[src/rtl/pool_stream_ctrl.sv]
`default_nettype none
// ============================================================================
// Module   : pool_stream_ctrl
// Brief    : 2x2 / stride-2 signed max-pool sequencer for one raster plane.
//            Define POOL_RELU_EN to clamp negative results to zero.
// Revision : 1.0 - initial release
// ============================================================================
module pool_stream_ctrl #(
    parameter int BITWIDTH = 8,
    parameter int IN_W     = 28,
    parameter int IN_H     = 28
) (
    input  logic                clk,
    input  logic                rst,
    input  logic                start,
    input  logic [BITWIDTH-1:0] in_data,
    input  logic                in_valid,
    output logic                in_ready,
    output logic [BITWIDTH-1:0] out_data,
    output logic                out_valid,
    input  logic                out_ready,
    output logic                busy,
    output logic                frame_done
);

    localparam int c_CW  = (IN_W > 1) ? $clog2(IN_W) : 1;
    localparam int c_RW  = (IN_H > 1) ? $clog2(IN_H) : 1;
    localparam int c_LBD = IN_W / 2;
    localparam int c_LBW = (c_LBD > 1) ? $clog2(c_LBD) : 1;

    localparam logic [1:0] c_IDLE  = 2'd0;
    localparam logic [1:0] c_RUN   = 2'd1;
    localparam logic [1:0] c_DRAIN = 2'd2;

    logic [1:0]            r_state;
    logic [1:0]            w_state_nxt;
    logic [c_CW-1:0]       r_col;
    logic [c_RW-1:0]       r_row;
    logic [BITWIDTH-1:0]   r_p0;
    logic [2*BITWIDTH-1:0] r_lb [0:c_LBD-1];
    logic [BITWIDTH-1:0]   r_out_data;
    logic                  r_out_valid;

    logic                  w_in_ready;
    logic                  w_accept;
    logic                  w_out_accept;
    logic                  w_last_col;
    logic                  w_last_px;
    logic                  w_win_done;
    logic [c_LBW-1:0]      w_lb_idx;
    logic [2*BITWIDTH-1:0] w_lb_rd;

    logic signed [BITWIDTH-1:0] w_a, w_b, w_c, w_d;
    logic signed [BITWIDTH-1:0] w_max_ab, w_max_cd, w_max;
    logic signed [BITWIDTH-1:0] w_result;

    assign w_in_ready   = (r_state == c_RUN) && (!r_out_valid || out_ready);
    assign w_accept     = in_valid && w_in_ready;
    assign w_out_accept = r_out_valid && out_ready;
    assign w_last_col   = (r_col == c_CW'(IN_W - 1));
    assign w_last_px    = w_last_col && (r_row == c_RW'(IN_H - 1));
    assign w_win_done   = w_accept && r_row[0] && r_col[0];
    assign w_lb_idx     = c_LBW'(r_col >> 1);

    // ------------------------------------------------------------------
    // Control FSM
    // ------------------------------------------------------------------
    always_ff @(posedge clk) begin
        if (rst) begin
            r_state <= c_IDLE;
        end else begin
            r_state <= w_state_nxt;
        end
    end

    always_comb begin
        w_state_nxt = r_state;
        case (r_state)
            c_IDLE:  if (start) w_state_nxt = c_RUN;
            c_RUN:   if (w_accept && w_last_px) w_state_nxt = c_DRAIN;
            c_DRAIN: if (w_out_accept) w_state_nxt = c_IDLE;
            default: w_state_nxt = c_IDLE;
        endcase
    end

    // ------------------------------------------------------------------
    // Raster position counters
    // ------------------------------------------------------------------
    always_ff @(posedge clk) begin
        if (rst) begin
            r_col <= '0;
            r_row <= '0;
        end else if (w_accept) begin
            if (w_last_col) begin
                r_col <= '0;
                r_row <= w_last_px ? '0 : r_row + 1'b1;
            end else begin
                r_col <= r_col + 1'b1;
            end
        end
    end

    // Left pixel of each horizontal pair waits here for its right neighbour.
    always_ff @(posedge clk) begin
        if (w_accept && !r_col[0]) begin
            r_p0 <= in_data;
        end
    end

    // Even rows only write the buffer, odd rows only read it.
    always_ff @(posedge clk) begin
        if (w_accept && !r_row[0] && r_col[0]) begin
            r_lb[w_lb_idx] <= {r_p0, in_data};
        end
    end

    assign w_lb_rd = r_lb[w_lb_idx];

    // ------------------------------------------------------------------
    // 4-input signed max
    // ------------------------------------------------------------------
    assign w_a      = $signed(w_lb_rd[2*BITWIDTH-1:BITWIDTH]);
    assign w_b      = $signed(w_lb_rd[BITWIDTH-1:0]);
    assign w_c      = $signed(r_p0);
    assign w_d      = $signed(in_data);
    assign w_max_ab = (w_a > w_b) ? w_a : w_b;
    assign w_max_cd = (w_c > w_d) ? w_c : w_d;
    assign w_max    = (w_max_ab > w_max_cd) ? w_max_ab : w_max_cd;

`ifdef POOL_RELU_EN
    assign w_result = w_max[BITWIDTH-1] ? '0 : w_max;
`else
    assign w_result = w_max;
`endif

    // ------------------------------------------------------------------
    // Output register
    // ------------------------------------------------------------------
    always_ff @(posedge clk) begin
        if (rst) begin
            r_out_data  <= '0;
            r_out_valid <= 1'b0;
        end else if (w_win_done) begin
            r_out_data  <= w_result;
            r_out_valid <= 1'b1;
        end else if (out_ready) begin
            r_out_valid <= 1'b0;
        end
    end

    assign in_ready   = w_in_ready;
    assign out_data   = r_out_data;
    assign out_valid  = r_out_valid;
    assign busy       = (r_state == c_RUN) || (r_state == c_DRAIN);
    assign frame_done = (r_state == c_DRAIN) && w_out_accept;

endmodule
`default_nettype wire

[config.mk]
export PLATFORM = sky130hd
export DESIGN_NAME = pool_stream_ctrl
export DESIGN_NICKNAME = d
export VERILOG_FILES = /design/src/rtl/pool_stream_ctrl.sv
export SDC_FILE = /design/constraint.sdc
export NUM_CORES = 1
export LEC_CHECK = 0
export ABC_CLOCK_PERIOD_IN_PS = 10800
export BUFFER_PORTS_ARGS = -buffer_cell sky130_fd_sc_hd__buf_2
export CORE_AREA = 5 5 198 200
export DETAILED_ROUTE_END_ITERATION = 10
export DIE_AREA = 0 0 203 205
export PLACE_DENSITY_LB_ADDON = 0.3
export SLEW_MARGIN = 10
export SYNTH_ARGS = -nofsm -noshare
export SYNTH_HDL_FRONTEND = slang
export SYNTH_SLANG_ARGS = --single-unit
[constraint.sdc]
create_clock -name clk -period 10.8 [get_ports clk]
set_clock_uncertainty 0.15 [all_clocks]
set_input_delay 1.62 -clock clk [delete_from_list [all_inputs] [get_ports clk]]
set_output_delay 1.62 -clock clk [all_outputs]
set_load 0.05 [all_outputs]
==> qor.yml <==
status: "finished clean"
drtAntennaViolNets: 0
slew_viol_final: 0
placed_area_um2: 11600
wl_met1_mm: 11.7
dp_hpwl_mm: 15.9
cap_violations: 0
cts_buffers: 27
max_freq_mhz: 161
synth.yosys.seq_area_share_pct: 68.1
max-vdd-ir-drop_mv: 0.0990
drt-total-wl_mm: 25.2
finalSetupTns_ns: 0
worst_pin_slew_ns: 1.26
row_count: 71
ys_ff_latch: 257
insertion_delay_ns: 0.52
ios: 25
synth_cell_types: 62
root_buffer: "clkbuf_16"
comb_power_share_pct: 8.5
die_area_um2: 41600
vias: 5952
nNetsFinal: 745
wire_per_inst_um: 21.1
fin_ws_ns: 4.59
n_antenna_cell: 0
grt_usage_pct: 12.0
yosysMostFrequentCell: "edfxtp_1"
yosys.area.top_type: "edfxtp_1"
finalSetupViolations: 0
start_kind: "flop"
initial_core_util_pct: 29.5
postSynthCellCount: 665
postCtsSetupRepairBufs: 0
syn_area_um2: 11000
worst_slew_margin_rel_pct: 16.0
dr.pass1.iters: 5
fp.dieW_um: 203
synth_top_area_share_pct: 63.5
power.switching_mw: 0.510
grt_antenna_before_repair: 0
post_cts_resized: 0
grt_pass1_wl_mm: 38.1
synth_edf_count: 232
power_density_nw_per_um2: 175
cellLeakagePower_nw: 4.02
switching_share_pct: 23.4
routabilityCongestion: 0.836
grt_setup_unrepaired: "no"
grt_max_degree: 57
die_h_um: 205
hold_buffers: 0
final_hold_viol_count: 0
cp.required_ns: 11.12
drc: 0
synthArstFlopShare_pct: 0
endpoint_kind: "flop"
crit_arrival_ns: 6.53
drt_iter0_drc: 421
grt_pass1_vias: 5885
cp_slowest_stage_delay_ns: 1.06
wl_met3_mm: 1.02
top_layer_used: "met4"
numPortBuffers: 24
final_cell_area_um2: 12500
clkSlewWorstSetupHoldPaths_ns: 0.06
synth.net_count: 708
ys_warn_count: 0
wl_met2_mm: 11.7
viasPerCell: 4.98
path_cells: "nor2b_1 > nand2_1 > a32o_1 > a21oi_1 > ha_1 > nand4_1 > a211o_1 > a31oi_2 > o21ai_1 > ha_1 > inv_1 > nor4_1 > o221ai_1 > a211o_1 > a211oi_1 > a221o_1"
synthTopCellsByCount: "232 x edfxtp_1, 44 x mux2i_1, 30 x ha_1"
p_clk_share_pct: 39.7
fillCellCount: 3506
cp_slowest_cell: "nor2b_1"
grt_overflow_total: 0
cts_tree: "built"
seq_power_share_pct: 51.8
avgSynthCellArea_um2: 16.5
hold_path.class: "flop to flop"
drive_gt1_share_pct: 19.8
dp_slack_ns: 4.62
cts_htree_levels: 1
fin_crit_sh_pct: 57.5
cts_max_path_buffers: 3
post-route-min-period_ns: 6.21
internal_power_mw: 1.67
cts_num_sinks: 257
yosys-top-cells-area: "edfxtp_1 64%, mux4_2 6.0%, dfxtp_1 4.6%, mux2i_1 4.0%, ha_1 3.4%"
path_max_fanout: 30
syn2layout_area_growth_pct: 13.6
crit_type: "flop to flop"
ys.flop_type: "edfxtp_1"
core_area_um2: 37200
layout by cell type (no fill, tap or decap), drive strengths merged, types with 3 or more instances in the layout:
master  instances
edfxtp        232
mux2i          45
buf            36
mux4           32
ha             30
clkbuf         30
nor2           29
dfxtp          25
nand2          23
inv            21
a21oi          20
o21ai          18
clkinv         17
a22oi          13
nand3          12
a21o           11
nor3           10
a211oi          9
nand4           8
or3             8
o311ai          8
nor2b           7
a32o            7
a221o           7
nand2b          6
a22o            6
mux2            6
o221ai          4
nor3b           4
a211o           3
xor2            3
a31oi           3
power by group through the flow:
stage	registers (mW)	clock network [mW]	logic (mW)
after global routing	1.13	0.928	0.207
after CTS	1.13	0.884	0.185
after global placement	1.15	0	0.185
final	1.13	0.867	0.185
after floorplan	1.14	0	0.139
after detailed placement	1.15	0	0.185
state kept, by name (all words and copies together), names as in the netlist, named ones only:
name       cells
r_p0           8
r_lb         224
r_col          5
r_state        2
out_valid      1
r_row          5
out_data       8
metrics by stage:
step / hold slack (ns) / power [mW] / cells / util (%)
global placement: 0.295 / 1.34 / 1147 / 31.3
detailed placement: 0.300 / 1.34 / 1147 / 31.3
CTS: 0.317 / 2.20 / 1196 / 33.5
finish: 0.318 / 2.18 / 1196 / 33.5
global route: 0.349 / 2.27 / 1196 / 33.5
floorplan: 0.303 / 1.28 / 665 / -
final timing paths:
check               from           to  slack, ns  cells past startpoint
max                 flop  out_data[7]       4.59                     16
min          out_data[0]  out_data[0]       0.32                      1
max reg2reg         flop  out_data[7]       4.59                     16
min reg2reg  out_data[0]  out_data[0]       0.32                      1
worst max-delay path, delay by kind of cell, from the launching register on:
kind	cells	cell delay [ns]
flip-flops	1	0.85
buffers and inverters	1	0.07
adder cells (fa/ha/maj)	2	0.58
AND/OR/NAND/NOR	4	1.59
AO/OA/AOI/OAI	9	2.89
layer usage:
metal,track usage (%),vias up
met5,0,-
met4,3.86,0
met3,1.74,39
met2,19.0,134
met1,17.2,3010
li1,-,2769
area by class of cell:
cell class	instances	area [um2]	area share (%)
repair buffers	36	210	1.69
well taps	474	593	4.76
flip-flops and latches	257	7470	60.0
clock buffers	30	687	5.51
clock inverters	19	136	1.09
multi-input cells	358	3270	26.3
inverters	22	82.6	0.663
logic make-up after synthesis:
kind of cell / Yosys count / synth area share, %
flip-flops: 257 / 68.1
AO/OA/AOI/OAI: 121 / 8.56
AND/OR/NAND/NOR: 119 / 5.56
multiplexers: 83 / 11.5
buffers and inverters: 50 / 2.43
adder cells (fa/ha/maj): 30 / 3.42
XOR/XNOR: 5 / 0.400
(Power assumes the default switching activity.)
